<file path="config.mk">
export PLATFORM = sky130hd
export DESIGN_NAME = axis_complex_gain_mc_flat
export DESIGN_NICKNAME = d
export VERILOG_FILES = /design/src/rtl/axis_complex_gain_mc_if.sv /design/src/rtl/axis_complex_gain_mc.sv /design/src/flat_wrapper.sv
export SDC_FILE = /design/constraint.sdc
export NUM_CORES = 2
export LEC_CHECK = 0
export BUFFER_PORTS_ARGS = -buffer_cell sky130_fd_sc_hd__buf_2
export CAP_MARGIN = 15
export CORE_UTILIZATION = 65
export DETAILED_ROUTE_END_ITERATION = 8
export HOLD_SLACK_MARGIN = 0.15
export PLACE_DENSITY = 0.91
export SYNTH_ARGS = -nofsm -noshare
export SYNTH_HDL_FRONTEND = slang
export SYNTH_SLANG_ARGS = --single-unit
</file>
<file path="constraint.sdc">
create_clock -name clk -period 7.95 [get_ports clk]
set_input_delay 1.59 -clock clk [delete_from_list [all_inputs] [get_ports clk]]
set_output_delay 1.59 -clock clk [all_outputs]
set_load 0.01 [all_outputs]
</file>
<file path="src/rtl/axis_complex_gain_mc_if.sv">
// Packed multi-channel AXI-Stream bundle carrying I/Q items, I in the upper half.
interface axis_complex_gain_mc_if #(
  parameter int NUM_CH = 1,
  parameter int SAMP_W = 16
);
  logic [2*SAMP_W*NUM_CH-1:0] tdata;
  logic [NUM_CH-1:0]          tlast;
  logic [NUM_CH-1:0]          tvalid;
  logic [NUM_CH-1:0]          tready;

  modport master (output tdata, tlast, tvalid, input tready);
  modport slave  (input tdata, tlast, tvalid, output tready);
endinterface

</file>
<file path="src/rtl/axis_complex_gain_mc.sv">
// Per-channel complex gain on packed I/Q streams: 4 register levels, round-half-up,
// saturation, sticky clip flags, and gain updates latched only at packet starts.
module axis_complex_gain_mc #(
  parameter int NUM_CH    = 1,
  parameter int SAMP_W    = 16,
  parameter int GAIN_W    = 16,
  parameter int FRAC_BITS = 0,
  localparam int CH_W     = (NUM_CH > 1) ? $clog2(NUM_CH) : 1
) (
  input  logic                     clk,
  input  logic                     rst,
  input  logic                     cfg_wr_stb,
  input  logic [CH_W-1:0]          cfg_wr_ch,
  input  logic signed [GAIN_W-1:0] cfg_wr_gain,
  input  logic [CH_W-1:0]          cfg_rd_ch,
  output logic signed [GAIN_W-1:0] cfg_rd_gain,
  input  logic [NUM_CH-1:0]        cfg_clr_clip,
  output logic [NUM_CH-1:0]        clip_flag,
  axis_complex_gain_mc_if.slave    s_axis,
  axis_complex_gain_mc_if.master   m_axis
);

  localparam int P_W = SAMP_W + GAIN_W;
  localparam int R_W = P_W + 1;
  localparam int FB1 = (FRAC_BITS > 0) ? FRAC_BITS - 1 : 0;
  localparam logic signed [GAIN_W-1:0] UNITY    = GAIN_W'(1) << FRAC_BITS;
  localparam logic signed [R_W-1:0]    RND_HALF = (FRAC_BITS > 0) ? R_W'(1) << FB1 : '0;
  localparam logic signed [R_W-1:0]    SMAX = {{(GAIN_W+2){1'b0}}, {(SAMP_W-1){1'b1}}};
  localparam logic signed [R_W-1:0]    SMIN = {{(GAIN_W+2){1'b1}}, {(SAMP_W-1){1'b0}}};

  // One extra bit of headroom so the rounding constant can never wrap the product.
  function automatic logic signed [R_W-1:0] rnd(input logic signed [P_W-1:0] p);
    return (R_W'(p) + RND_HALF) >>> FRAC_BITS;
  endfunction

  // Returns {saturated, value}.
  function automatic logic [SAMP_W:0] saturate(input logic signed [R_W-1:0] r);
    if (r > SMAX) return {1'b1, SMAX[SAMP_W-1:0]};
    if (r < SMIN) return {1'b1, SMIN[SAMP_W-1:0]};
    return {1'b0, r[SAMP_W-1:0]};
  endfunction

  logic [NUM_CH*GAIN_W-1:0] pend_flat;
  logic signed [GAIN_W-1:0] rd_next;

  for (genvar c = 0; c < NUM_CH; c++) begin : g_ch
    logic signed [GAIN_W-1:0] pend_gain, act_gain, use_gain;
    logic                     sop, en, acc, wr_hit;
    logic [2*SAMP_W-1:0]      in_item;
    logic                     s1_vld, s1_last;
    logic signed [SAMP_W-1:0] s1_i, s1_q;
    logic signed [GAIN_W-1:0] s1_gain;
    logic                     s2_vld, s2_last;
    logic signed [P_W-1:0]    s2_pi, s2_pq;
    logic                     s3_vld, s3_last;
    logic signed [R_W-1:0]    s3_ri, s3_rq;
    logic [SAMP_W:0]          sat_i, sat_q;
    logic                     o_vld, o_last, o_sat, clip;
    logic [SAMP_W-1:0]        o_i, o_q;

    assign in_item  = s_axis.tdata[2*SAMP_W*c +: 2*SAMP_W];
    assign en       = !o_vld || m_axis.tready[c];
    assign acc      = s_axis.tvalid[c] && en && !rst;
    assign wr_hit   = cfg_wr_stb && (cfg_wr_ch == CH_W'(c));
    assign use_gain = sop ? pend_gain : act_gain;
    assign sat_i    = saturate(s3_ri);
    assign sat_q    = saturate(s3_rq);

    always_ff @(posedge clk) begin
      if (rst) begin
        pend_gain <= UNITY;
        act_gain  <= UNITY;
        sop       <= 1'b1;
        s1_vld    <= 1'b0;
        s1_last   <= 1'b0;
        s1_i      <= '0;
        s1_q      <= '0;
        s1_gain   <= '0;
        s2_vld    <= 1'b0;
        s2_last   <= 1'b0;
        s2_pi     <= '0;
        s2_pq     <= '0;
        s3_vld    <= 1'b0;
        s3_last   <= 1'b0;
        s3_ri     <= '0;
        s3_rq     <= '0;
        o_vld     <= 1'b0;
        o_last    <= 1'b0;
        o_sat     <= 1'b0;
        o_i       <= '0;
        o_q       <= '0;
        clip      <= 1'b0;
      end else begin
        // The sop beat samples pending before any same-cycle write lands.
        if (wr_hit) pend_gain <= cfg_wr_gain;
        if (acc) begin
          sop <= s_axis.tlast[c];
          if (sop) act_gain <= pend_gain;
        end
        if (en) begin
          s1_vld  <= acc;
          s1_last <= s_axis.tlast[c];
          s1_i    <= in_item[2*SAMP_W-1:SAMP_W];
          s1_q    <= in_item[SAMP_W-1:0];
          s1_gain <= use_gain;
          s2_vld  <= s1_vld;
          s2_last <= s1_last;
          s2_pi   <= P_W'(s1_i) * P_W'(s1_gain);
          s2_pq   <= P_W'(s1_q) * P_W'(s1_gain);
          s3_vld  <= s2_vld;
          s3_last <= s2_last;
          s3_ri   <= rnd(s2_pi);
          s3_rq   <= rnd(s2_pq);
          o_vld   <= s3_vld;
          o_last  <= s3_last;
          o_i     <= sat_i[SAMP_W-1:0];
          o_q     <= sat_q[SAMP_W-1:0];
          o_sat   <= sat_i[SAMP_W] | sat_q[SAMP_W];
        end
        if (o_vld && m_axis.tready[c] && o_sat) clip <= 1'b1;
        else if (cfg_clr_clip[c])               clip <= 1'b0;
      end
    end

    assign s_axis.tready[c]                       = en && !rst;
    assign m_axis.tvalid[c]                       = o_vld;
    assign m_axis.tlast[c]                        = o_last;
    assign m_axis.tdata[2*SAMP_W*c +: 2*SAMP_W]   = {o_i, o_q};
    assign clip_flag[c]                           = clip;
    assign pend_flat[c*GAIN_W +: GAIN_W]          = pend_gain;
  end

  always_comb begin
    rd_next = '0;
    for (int unsigned i = 0; i < NUM_CH; i++) begin
      if (cfg_rd_ch == CH_W'(i)) rd_next = pend_flat[i*GAIN_W +: GAIN_W];
    end
  end

  always_ff @(posedge clk) begin
    if (rst) cfg_rd_gain <= '0;
    else     cfg_rd_gain <= rd_next;
  end

endmodule

</file>
<file path="src/flat_wrapper.sv">
// flat-port wrapper written by rule: the top's interface ports become plain ports
module axis_complex_gain_mc_flat 
#(
  parameter int NUM_CH    = 1,
  parameter int SAMP_W    = 16,
  parameter int GAIN_W    = 16,
  parameter int FRAC_BITS = 0,
  localparam int CH_W     = (NUM_CH > 1) ? $clog2(NUM_CH) : 1
)
  (clk, rst, cfg_wr_stb, cfg_wr_ch, cfg_wr_gain, cfg_rd_ch, cfg_rd_gain, cfg_clr_clip, clip_flag, s_axis_tdata, s_axis_tlast, s_axis_tvalid, s_axis_tready, m_axis_tdata, m_axis_tlast, m_axis_tvalid, m_axis_tready);
  axis_complex_gain_mc_if #(.NUM_CH(NUM_CH), .SAMP_W(SAMP_W)) s_axis_i ();
  axis_complex_gain_mc_if #(.NUM_CH(NUM_CH), .SAMP_W(SAMP_W)) m_axis_i ();
  input  logic clk;
  input  logic rst;
  input  logic cfg_wr_stb;
  input  logic [CH_W-1:0] cfg_wr_ch;
  input  logic signed [GAIN_W-1:0] cfg_wr_gain;
  input  logic [CH_W-1:0] cfg_rd_ch;
  output logic signed [GAIN_W-1:0] cfg_rd_gain;
  input  logic [NUM_CH-1:0] cfg_clr_clip;
  output logic [NUM_CH-1:0] clip_flag;
  input wire logic [$bits(s_axis_i.tdata)-1:0] s_axis_tdata;
  input wire logic [$bits(s_axis_i.tlast)-1:0] s_axis_tlast;
  input wire logic [$bits(s_axis_i.tvalid)-1:0] s_axis_tvalid;
  output wire logic [$bits(s_axis_i.tready)-1:0] s_axis_tready;
  output wire logic [$bits(m_axis_i.tdata)-1:0] m_axis_tdata;
  output wire logic [$bits(m_axis_i.tlast)-1:0] m_axis_tlast;
  output wire logic [$bits(m_axis_i.tvalid)-1:0] m_axis_tvalid;
  input wire logic [$bits(m_axis_i.tready)-1:0] m_axis_tready;
  assign s_axis_i.tdata = s_axis_tdata;
  assign s_axis_i.tlast = s_axis_tlast;
  assign s_axis_i.tvalid = s_axis_tvalid;
  assign s_axis_tready = s_axis_i.tready;
  assign m_axis_tdata = m_axis_i.tdata;
  assign m_axis_tlast = m_axis_i.tlast;
  assign m_axis_tvalid = m_axis_i.tvalid;
  assign m_axis_i.tready = m_axis_tready;
  axis_complex_gain_mc #(.NUM_CH(NUM_CH), .SAMP_W(SAMP_W), .GAIN_W(GAIN_W), .FRAC_BITS(FRAC_BITS)) u_core (.clk(clk), .rst(rst), .cfg_wr_stb(cfg_wr_stb), .cfg_wr_ch(cfg_wr_ch), .cfg_wr_gain(cfg_wr_gain), .cfg_rd_ch(cfg_rd_ch), .cfg_rd_gain(cfg_rd_gain), .cfg_clr_clip(cfg_clr_clip), .clip_flag(clip_flag), .s_axis(s_axis_i), .m_axis(m_axis_i));
endmodule
</file>
Yosys cells after proc, flatten, opt, wreduce, memory -nomap -nowiden
Cells that the tools add are included.
{"block": "op_classes", "n_mul": 2, "magnitude_cmp": 4, "n_mux": 17, "bitwise_logic": 2, "n_reduce_logical": 11}
{"op": "$mux 17", "count": 8}
{"op": "$gt 32x16->1 const B", "count": 2}
{"op": "$lt 32x16->1 const B", "count": 2}
{"op": "$mul 16x16->32", "count": 2}
{"op": "$mux 16", "count": 1}
{"op": "$mux 1", "count": 8}
{"op": "$logic_and 1x1->1", "count": 6}
{"op": "$logic_not 1->1", "count": 2}
{"op": "$reduce_bool 2->1", "count": 1}
{"op": "$reduce_or 2->1", "count": 1}
{"op": "$logic_or 1x1->1", "count": 1}
{"op": "$not 1->1", "count": 1}
{"op": "$or 1x1->1", "count": 1}
{"block": "word_totals", "ff_bits": 267, "output_inout_bits": 52, "elab_cells": 59}

Depth between registers and ports, before layout
{"block": "depth", "word_depth": 6, "depth_mapped": 24, "ltp_nobuf": 23}

Least setup slack after synthesis
Ideal clock, no wire load.
{"block": "synth_timing", "kind": "register to register", "from": "register u_core.g_ch[0].s1_q[15]", "to": "register u_core.g_ch[0].s2_pq[29]", "setup_ns": 0.117, "arrival_ns": 6.075, "required_time_ns": 7.833, "path_slack_ns": 1.758, "path_stages_with_launch": 20, "path_buffers": 1, "synth_period_minus_slack_ns": 6.192, "path_cell_list": "dfxtp_1 > clkbuf_1 > nand2_1 > inv_1 > fa_1 > fa_1 > fa_1 > fa_1 > fa_1 > inv_1 > fa_1 > inv_1 > ha_1 > and3_1 > and2_1 > a221o_1 > o2111ai_1 > a21boi_1 > or3_1 > a32o_1"}
{"block": "synth_between", "elab_chain_len": 1}
{"element": "start: declaration", "line_no": "axis_complex_gain_mc.sv:51", "rtl": "logic signed [SAMP_W-1:0] s1_i, s1_q;"}
{"element": "start signal: assignment", "line_no": "axis_complex_gain_mc.sv:104", "rtl": "s1_q <= in_item[SAMP_W-1:0];"}
{"element": "$mul 16x16->32", "line_no": "axis_complex_gain_mc.sv:109", "rtl": "s2_pq <= P_W'(s1_q) * P_W'(s1_gain);"}
{"element": "end signal: assignment", "line_no": "axis_complex_gain_mc.sv:109"}
{"element": "end: declaration", "line_no": "axis_complex_gain_mc.sv:54", "rtl": "logic signed [P_W-1:0] s2_pi, s2_pq;"}
Every way passes these cells.
A chain may end at the register's enable or synchronous reset.

Worst setup path in the final report
{"block": "layout_timing", "from": "register u_core.g_ch[0].s1_gain[15]", "to": "register u_core.g_ch[0].s2_pq[30]"}
{"block": "layout_between", "elab_chain_len": 1}
{"element": "start: declaration", "line_no": "axis_complex_gain_mc.sv:52", "rtl": "logic signed [GAIN_W-1:0] s1_gain;"}
{"element": "start signal: assignment", "line_no": "axis_complex_gain_mc.sv:105", "rtl": "s1_gain <= use_gain;"}
{"element": "$mul 16x16->32", "line_no": "axis_complex_gain_mc.sv:109"}
Every way passes these cells.

==> run_results.csv <==
group,metric,value,unit
drt,wirelength,73.1,mm
clock_tree,clock-sinks,267,
global_route,met1_usage,39.6,%
worst_setup_path,rr_startpoint,"u_core.g_ch[0].s1_gain[15]",
worst_setup_path,worstRegToRegCells,20,
hold_path,whs_path_depth,2,
finish,drive_gt1_share,6.20,%
global_route,top_usage_layer,"met2",
timing,period_needed,7060,ps
die,die_height,213,um
drt,via_per_inst,5.84,
timing,rsz0062_at_grt,"no",
clock_tree,cts-resized-gates,0,
hold_path,hp-start,"u_core.g_ch[0].o_q[11]",
clock_tree,path_clk_slew,60,ps
yosys,synthArstFlopShare,0,%
drt,ant_nets,0,
timing,fin_skew,39.4,ps
pwr,p_per_area,133,mW/mm^2
job,maxCapViolations,0,
placement,gp_congestion,0.957,
drt,wl_per_cell,18.8,um
die,initial_core_util,66.3,%
die,io_pins,109,
worst_setup_path,cp-start-kind,"flop",
global_route,grt_max_degree,120,
clock_tree,postCtsHoldBufs,0,
pwr,peakVddDrop,169,uV
timing,hold_viol,0,
timing,setup_violations,0,
worst_setup_path,cp.arrival,7520,ps
yosys,synth_warnings,0,
drt,first_pass_iters,8,
global_route,track_usage,34.5,%
yosys,syn_area,0.0288,sq mm
yosys,avgSynthCellArea,8.79,sq um
die,die_area,0.0452,sq mm
global_route,grt_pass1_vias,24843,
timing,worst_pin_slew,1110,ps
global_route,grtUsageMet3,6.91,%
timing,hold_ws,447,ps
clock_tree,cts_tree,"yes",
timing,slew_viol_final,0,
yosys,synth_top_flop_cell,"dfxtp_1",
clock_tree,clock-root-buffer,"clkbuf_16",
drt,vias,22716,
clock_tree,ctsLongestPathBuffers,3,
drt,drcViolationCount,0,
timing,final.period_utilization,88.8,%
die,fp.dieW,213,um
worst_setup_path,end_kind,"flop",
status,status,"finished, final reports clean",
global_route,grt_overflow,0,
clock_tree,numCtsBuffers,28,
timing,max_slew_margin,25.6,%
worst_setup_path,reg2reg_to,"u_core.g_ch[0].s2_pq[30]",
die,num_rows,76,
yosys,synth_edf_count,0,
timing,max_freq,0.142,GHz
yosys,synth_cells,3278,
clock_tree,clk_latency,590,ps
worst_setup_path,cp_max_fo,14,
global_route,grt_pass1_wl,121,mm
finish,nNetsFinal,4031,
yosys,synth_cell_type_count,61,
pwr,p_leak,0.0151,uW
worst_setup_path,reg2reg_slack,890,ps
yosys,syn_nets,4023,
worst_setup_path,required,8410,ps
finish,antenna_cells,0,
yosys,synth-seq-area-share,18.5,%
clock_tree,cts-htree-levels,1,
worst_setup_path,critPathKind,"reg2reg",
finish,final_cell_mix,"631 x nand2_1, 574 x inv_1, 524 x fa_1",
finish,syn_to_final_growth,6.60,%
finish,mostFrequentLayoutCell,"nand2_1",
placement,port_buffers,108,
yosys,ys_ff_latch,267,
drt,drt_iter0_markers,2066,
timing,setup_tns,0,ps
global_route,met2_usage,57.8,%
global_route,antenna_found_initial,0,
hold_path,min_path_type,"reg2reg",
placement,dpl.hpwl,54.0,mm
die,core_area,0.0435,sq mm
hold_path,holdPathEnd,"u_core.g_ch[0].o_q[11]",
clock_tree,postCtsSetupBuffers,0,
==> layer usage <==
| metal | up-vias | share of wire (%) |
|---|---|---|
| met5 | - | 0 |
| met4 | 0 | 7.8 |
| met3 | 355 | 8.7 |
| met2 | 1211 | 49 |
| met1 | 11190 | 35 |
| li1 | 9960 | - |
==> power by group <==
part	internal [uW]	total, uW	switching [uW]
clock	783	1350	568
sequential	1480	1640	155
combinational	431	1090	662
total	2700	4080	1390
==> sequential cells by signal, indices dropped and copies added (netlist names), 32 cells and up <==
name               count
u_core.g_ch.s2_pi     32
u_core.g_ch.s2_pq     32
u_core.g_ch.s3_ri     32
u_core.g_ch.s3_rq     32
==> worst max-delay path: stages, from the launching register on <==
cell,delay (ps)
dfxtp_1,760
inv_1,550
buf_4,370
nor2_1,180
fa_1,460
fa_1,410
fa_1,540
fa_1,430
fa_1,500
inv_1,60
fa_1,480
inv_1,40
ha_1,350
nand2_1,110
o21ai_1,190
nand3_1,120
a211o_1,330
a41o_1,310
a2111oi_2,350
o21ai_1,110
a32o_1,270
==> final cells by class <==
class	count	area (sq um)
sequential	267	5350
tap	585	732
fill	2933	12700
inverter	576	2160
clock buffer	40	816
clock inverter	11	141
multi-input combinational	2272	20700
timing repair buffer	141	795
==> cell families after synthesis <==
logic type / synth area share [%]
AND/OR/NAND/NOR: 17.5
buffers and inverters: 9.62
adder cells (fa/ha/maj): 43.5
AO/OA/AOI/OAI: 8.19
flip-flops: 18.5
XOR/XNOR: 1.97
multiplexers: 0.660
==> worst max path at each step <==
| stage | startpoint | endpoint | depth (start not counted) |
|---|---|---|---|
| 2_1_floorplan | u_core.g_ch[0].s1_q[15] | u_core.g_ch[0].s2_pq[29] | 19 |
| 3_3_place_gp | u_core.g_ch[0].s1_gain[15] | u_core.g_ch[0].s2_pq[27] | 21 |
| 3_5_place_dp | u_core.g_ch[0].s1_gain[15] | u_core.g_ch[0].s2_pq[29] | 20 |
| 4_1_cts | u_core.g_ch[0].s1_gain[15] | u_core.g_ch[0].s2_pq[29] | 20 |
| 5_1_grt | u_core.g_ch[0].s1_gain[15] | u_core.g_ch[0].s2_pq[30] | 20 |
| 6_report | u_core.g_ch[0].s1_gain[15] | u_core.g_ch[0].s2_pq[30] | 20 |
==> synth_stat cells (3+ instances only) <==
| library cell | count | area (sq um) |
|---|---|---|
| buf_1 | 11 | 41.3 |
| or3_1 | 5 | 31.3 |
| a2111oi_0 | 6 | 52.6 |
| nor2_1 | 103 | 387 |
| fa_1 | 524 | 10500 |
| inv_1 | 574 | 2150 |
| o211ai_1 | 3 | 22.5 |
| dfxtp_1 | 267 | 5350 |
| nor4_1 | 8 | 50.1 |
| mux2i_1 | 19 | 190 |
| nand3_1 | 12 | 60.1 |
| clkbuf_1 | 152 | 571 |
| a41oi_1 | 4 | 35.0 |
| and3_1 | 4 | 25.0 |
| o21a_1 | 7 | 52.6 |
| a21o_1 | 27 | 203 |
| xnor2_1 | 50 | 438 |
| nand4_1 | 11 | 68.8 |
| o21ai_1 | 13 | 65.1 |
| o31ai_1 | 4 | 30.0 |
| nand2_1 | 631 | 2370 |
| and2_1 | 266 | 1660 |
| nor3_1 | 10 | 50.1 |
| nand2b_1 | 31 | 194 |
| o21ai_0 | 79 | 395 |
| ha_1 | 164 | 2050 |
| a32o_1 | 3 | 30.0 |
| a211oi_1 | 27 | 203 |
| a21oi_1 | 192 | 961 |
| xor2_1 | 15 | 131 |
| o21bai_1 | 7 | 52.6 |
| nor2b_1 | 4 | 25.0 |
| a31oi_1 | 6 | 37.5 |
| a211o_1 | 4 | 35.0 |
| nor4b_1 | 3 | 26.3 |
==> through the flow <==
stage	util (%)	total power [uW]	area [sq um]	setup WS (ps)	std cells
after floorplan	-	2350	28800	1760	3278
after global placement	68.5	2650	29800	1190	3840
after detailed placement	68.5	2710	29800	989	3840
after CTS	70.7	4060	30700	997	3891
after global routing	70.7	4300	30700	598	3892
final	70.7	4080	30700	893	3892
Power figures use the tool's default switching activity.
